$ cat src/rtl/serial_adder.sv
// Bit-serial adder: one full-adder stage plus a carry flip-flop, LSB first.
// start is sampled in IDLE; done pulses one cycle after the last bit is summed.
module serial_adder #(
  parameter int WIDTH = 8
) (
  input  logic             clk,
  input  logic             rst_n,
  input  logic             start,
  input  logic [WIDTH-1:0] a,
  input  logic [WIDTH-1:0] b,
  input  logic             cin,
  output logic             busy,
  output logic             done,
  output logic [WIDTH-1:0] sum,
  output logic             cout
);
  localparam int CW = $clog2(WIDTH) + 1;

  typedef enum logic [1:0] {
    IDLE  = 2'd0,
    SHIFT = 2'd1,
    DONE  = 2'd2
  } state_t;

  state_t           r_state;
  state_t           w_state_next;
  logic [WIDTH-1:0] r_a;
  logic [WIDTH-1:0] r_b;
  logic             r_c;
  logic [CW-1:0]    r_cnt;
  logic [WIDTH-1:0] r_sum;
  logic             r_cout;
  logic             r_busy;
  logic             r_done;

  logic             w_z;
  logic             w_co;
  logic             w_last;
  logic [WIDTH-1:0] w_sum_shift;

  // Full-adder cell on the current LSBs and the carry register.
  assign w_z    = r_a[0] ^ r_b[0] ^ r_c;
  assign w_co   = (r_a[0] & r_b[0]) | (r_a[0] & r_c) | (r_b[0] & r_c);
  assign w_last = (r_cnt == CW'(WIDTH - 1));
  // Written as shift/or so that WIDTH=1 needs no special-case slice.
  assign w_sum_shift = (r_sum >> 1) | (WIDTH'(w_z) << (WIDTH - 1));

  always_comb begin
    w_state_next = r_state;
    case (r_state)
      IDLE:    if (start) w_state_next = SHIFT;
      SHIFT:   if (w_last) w_state_next = DONE;
      DONE:    w_state_next = IDLE;
      default: w_state_next = IDLE;
    endcase
  end

  always_ff @(posedge clk or negedge rst_n) begin
    if (!rst_n) begin
      r_state <= IDLE;
      r_a     <= '0;
      r_b     <= '0;
      r_c     <= 1'b0;
      r_cnt   <= '0;
      r_sum   <= '0;
      r_cout  <= 1'b0;
      r_busy  <= 1'b0;
      r_done  <= 1'b0;
    end else begin
      r_state <= w_state_next;
      r_busy  <= (w_state_next == SHIFT);
      r_done  <= (w_state_next == DONE);
      case (r_state)
        IDLE: begin
          if (start) begin
            r_a   <= a;
            r_b   <= b;
            r_c   <= cin;
            r_cnt <= '0;
            r_sum <= '0;
          end
        end
        SHIFT: begin
          r_c   <= w_co;
          r_sum <= w_sum_shift;
          r_a   <= r_a >> 1;
          r_b   <= r_b >> 1;
          r_cnt <= r_cnt + CW'(1);
          // cout only changes on the final bit so it holds through DONE and IDLE.
          if (w_last) r_cout <= w_co;
        end
        default: ;
      endcase
    end
  end

  assign busy = r_busy;
  assign done = r_done;
  assign sum  = r_sum;
  assign cout = r_cout;
endmodule

$ cat config.mk
export PLATFORM = sky130hd
export DESIGN_NAME = serial_adder
export DESIGN_NICKNAME = d
export VERILOG_FILES = /design/src/rtl/serial_adder.sv
export SDC_FILE = /design/constraint.sdc
export NUM_CORES = 1
export LEC_CHECK = 0
export ABC_CLOCK_PERIOD_IN_PS = 3000
export BUFFER_PORTS_ARGS = -buffer_cell sky130_fd_sc_hd__buf_4
export CORE_ASPECT_RATIO = 0.75
export CORE_MARGIN = 2
export CORE_UTILIZATION = 57
export CTS_CLUSTER_SIZE = 28
export DETAILED_ROUTE_END_ITERATION = 7
export PLACE_DENSITY_LB_ADDON = 0.12
export SLEW_MARGIN = 20
export SYNTH_ARGS = -nofsm -noshare
export SYNTH_HDL_FRONTEND = slang
export SYNTH_SLANG_ARGS = --single-unit
$ cat constraint.sdc
create_clock -name clk -period 3 [get_ports clk]
set_input_delay 0.15 -clock clk [delete_from_list [all_inputs] [get_ports clk]]
set_output_delay 0.15 -clock clk [all_outputs]
set_load 0.03 [all_outputs]
# Word level (Yosys, flattened, before mapping)
# Index checks and enable logic that the tools add are counted.
[totals]
inputBits = 20
wordCells = 40
register_bits = 34
out_inout_bits = 11
[op_classes]
bitwise = 8
n_addsub = 1
n_eq_ne = 5
mux = 13
reduce_logical = 4
[ops]
columns = ["operator", "n"]
rows = [
  ["$pmux 8 s2", 3],
  ["$mux 8", 3],
  ["$or 7x8->8", 1],
  ["$pmux 4 s2", 1],
  ["$add 4x1->4 const B", 1],
  ["$eq 2x1->1 const B", 2],
  ["$eq 4x3->1 const B", 1],
  ["$mux 2", 2],
  ["$mux 4", 1],
  ["$pmux 2 s2", 1],
  ["$reduce_and 2->1", 2],
  ["$and 1x1->1", 3],
  ["$eq 2x2->1 const B", 1],
  ["$logic_not 2->1", 1],
  ["$ne 2x2->1 const B", 1],
  ["$or 1x1->1", 2],
  ["$pmux 1 s2", 1],
  ["$reduce_bool 2->1", 1],
  ["$xor 1x1->1", 2],
  ["$mux 1", 1],
]

# Logic depth before layout (Yosys ltp)
[logic_depth]
ltp_word = 4
mapped_depth = 5
depth_no_buf = 4

# Least setup slack after synthesis
# OpenSTA, ideal clock, no wires.
[synth_path]
kind = "reg-to-reg"
from = "register r_state[0]"
to = "register r_a[1]"
arrival_ns = 1.085
setup_ns = 0.127
period_less_slack_ns = 1.212
path_slack_ns = 1.788
required_ns = 2.873
path_buffers = 2
path_stages_with_launch = 6
path_cell_list = "dfrtp_1 > and2b_1 > buf_6 > buf_8 > a22oi_1 > o21ai_1"
[synth_via]
elab_chain_len = 3
word_cells_on_any_way = 6
classes_between = "2 x eq/ne; 1 x mux; 3 x reduce/logical"
[synth_lines]
columns = ["element", "line", "text"]
rows = [
  ["from (decl)", "25", "state_t r_state;"],
  ["from (signal assigned)", "70", "r_state <= w_state_next;"],
  ["$eq 2x1->1 / $logic_not 2->1 (equally long branches)", "73", "case (r_state)"],
  ["$reduce_bool 2->1 (no line) / $ne 2x2->1 (equally long branches)", "n/a", ""],
  ["$reduce_and 2->1 (no line)", "n/a", ""],
  ["to (signal assigned)", "86", "r_a <= r_a >> 1;"],
  ["to (decl)", "27", "logic [WIDTH-1:0] r_a;"],
]
# Several ways; a longest one is shown, not always the timed one.
# A chain may end at the register's enable or synchronous reset.

# Worst setup path in the final report
[layout_path]
from = "register r_state[1]"
to = "register r_a[2]"
# The elaborated chain is that of the path after synthesis.

==> results.txt <==
first-pass GRT wire length = 5410 microns
nature of the critical path endpoint = flop
CTS tree = yes
Worst Path Arrival = 1.93 ns
CP Max Fanout = 22
Final Hold Fails = 0
Die Wd = 64.8 microns
Clock Skews = 0.00822 ns
cell row count = 16
starting density of the core = 60.3%
top cells by area, synth = dfrtp_1 (54%), o21ai_1 (5.7%), a22o_1 (5.0%)
# clock sinks = 34
Die Y = 49.6 microns
Cells after Synth = 142
PortBufs = 30
Fmax = 0.567 GHz
Setup Viol. Count Final = 0
Die ar. = 3210 sq um
post-route ant nets = 0
peak supply drop = 0.000693 V
area of the multi-input gates = 646 sq um
placed cell area = 1790 sq um
fraction of registers with async set or reset after synthesis = 100%
min Tclk post-route = 1.76 ns
fillcell total = 201
commonest cells in the netlist = dfrtp_1 (34), o21ai_1 (18), a21oi_1 (12)
most area-hungry cell type in the Yosys netlist = dfrtp_1
sw frac = 40.0%
Worst Hold Depth = 3
Final Util = 72.1%
Tightest Hold Check Type = in -> reg
register area share after synthesis = 53.8%
Clk pin slew, worst setup/hold paths = 0.07 ns
critical path type = reg -> reg
Worst R2R End = r_a[2]
global route overflow = 0
worst-skew pair later-pin latency = 0.29 ns
flop-to-flop setup slack = 1.24 ns
Internal = 1.19 mW
Reg area = 851 sq um
gpl congestion = 0.735
ant diodes = 0
Max-cap violations = 0
Syn Area/Cell = 11.1 sq um
Nets = 194
DRC marker count from the first detailed-route iteration = 156
status = complete, no violations
Mapped Nets = 164
Worst Setup Start Kind = flop
gr usage total = 22.6%
Final period util = 58.8%
worst flop-to-flop path startpoint = r_state[1]
vias per cell = 5.62
Max-Slew Margin vs Limit = 53.7%
design area = 1890 sq um
CTS Buf Count = 5
DR WL/cell = 14.9 microns
largest net degree at the start of global routing = 35
Seq cells post-synth = 34
synth warn = 0
top cell type's share of synthesized area = 53.8%
vias in the first global route = 1197
Total Wirelength = 3120 microns
Hold Startpoint = a[4]
top-count cell post-synth = dfrtp_1
power share of the combinational group = 41.5%
Final HPWL DP = 2150 microns
Via Count = 1175
synthesized area = 1580 sq um
Max Slew Vio Count = 0
Worst Reg-to-Reg Cells = 3
Setup Buffers After CTS = 0
post-synthesis cell type count = 27
Area growth, synth to finish = 19.6%
share of cells above drive strength 1 = 26.6%
Seq pwr share = 41.3%
static leakage = 0.844 nW
cells along the critical path = and2b_1 -> a22oi_1 -> o21ai_1
RSZ-0062 raised after global routing = false
setup TNS = 0 ns
post-route DRC violation count = 0
Worst path slowest cell = dfrtp_1
Root Buffer = clkbuf_8
Clock Path Buffers = 2
Ports = 31
Worst-Margin Slew = 0.694 ns
Synth Flop Type = dfrtp_1
Cell Pwr Density = 1050 nW/um^2
core area = 2620 sq um
worst hold endpoint = r_a[4]
depth of the CTS H-tree = 2
initial antenna violation count = 0
P_sw = 791 uW
CP Data Required Time = 3.17 ns
Clk pwr share = 17.2%
DR pass1 iterations = 4
slowest cell delay on critical path = 0.79 ns
EDFF count, synth = 0
worst max path at each step:
stage	endpoint	cells after the start	from
global route	r_a[2]	3	r_state[1]
detailed placement	r_a[2]	3	r_state[1]
floorplan	r_a[1]	5	r_state[0]
finish	r_a[2]	3	r_state[1]
global placement	r_a[2]	3	r_state[1]
CTS	r_a[2]	3	r_state[1]
cell type report:
cell class                      instances  share of cell area (%)
Clock inverter                          1                   0.265
Tap cell                               36                    2.38
Clock buffer                            7                    4.57
Multi-Input combinational cell         95                    34.1
Inverter                                4                   0.794
Timing Repair Buffer                   32                    12.8
Sequential cell                        34                    45.0
power by group through the flow:
stage / sequential, mW / clock (mW) / combinational (mW)
after floorplan: 0.888 / 0 / 0.553
after CTS: 0.816 / 0.350 / 0.832
after detailed placement: 0.823 / 0 / 0.831
after global placement: 0.811 / 0 / 0.793
after global routing: 0.840 / 0.373 / 0.905
final: 0.816 / 0.340 / 0.821
sequential cells by signal, summed over array words and instances (netlist names):
register  cells
r_a           8
r_b           8
sum           8
r_cnt         4
r_state       2
busy          1
cout          1
done          1
r_c           1
repair_timing:
| item | 4_1_cts | 5_1_grt |
|---|---|---|
| hold buffers | 1 | 0 |
| resized for setup | 0 | 0 |
| endpoints found under the hold margin | 34 | 0 |
per-stage QoR:
step / total power, mW / setup WS [ns] / hold slack (ns) / cells
floorplan: 1.44 / 1.79 / -0.146 / 142
global placement: 1.60 / 1.28 / 0.113 / 200
detailed placement: 1.65 / 1.23 / 0.122 / 200
CTS: 2.00 / 1.24 / 0.128 / 209
global route: 2.12 / 1.10 / 0.148 / 209
finish: 1.98 / 1.24 / 0.130 / 209
routing by layer:
layer,share of wire (%),GRT usage (%),up-vias
met5,0,0,-
met4,1.2,8.51,0
met3,5.3,6.39,5
met2,49,35.7,25
met1,45,29.6,573
li1,-,-,572
logic make-up after synthesis:
kind of cell / count (synthesis) / synth area share [%]
flops: 34 / 53.8
buf+inv: 13 / 5.30
simple gates: 32 / 11.2
fa+ha+maj: 2 / 2.06
compound gates: 59 / 26.4
mux: 2 / 1.27
worst max-delay path, delay by kind of cell (launching register included):
| kind | cells | cell delay [ns] |
|---|---|---|
| DFF | 1 | 0.79 |
| and+or+nand+nor | 1 | 0.49 |
| AOI/OAI and AO/OA | 2 | 0.36 |
cell usage in the layout (no fill, tap or decap), drive strengths merged, types with 2 or more instances in the layout:
master,n
nor3,2
nand3,3
inv,4
a21oi,12
a22o,9
buf,31
dfrtp,34
nand2,10
and2b,2
nor2b,11
nand2b,2
a22oi,14
mux2i,2
a2bb2oi,4
o21ai,19
clkbuf,7
Power figures use the tool's default switching activity.
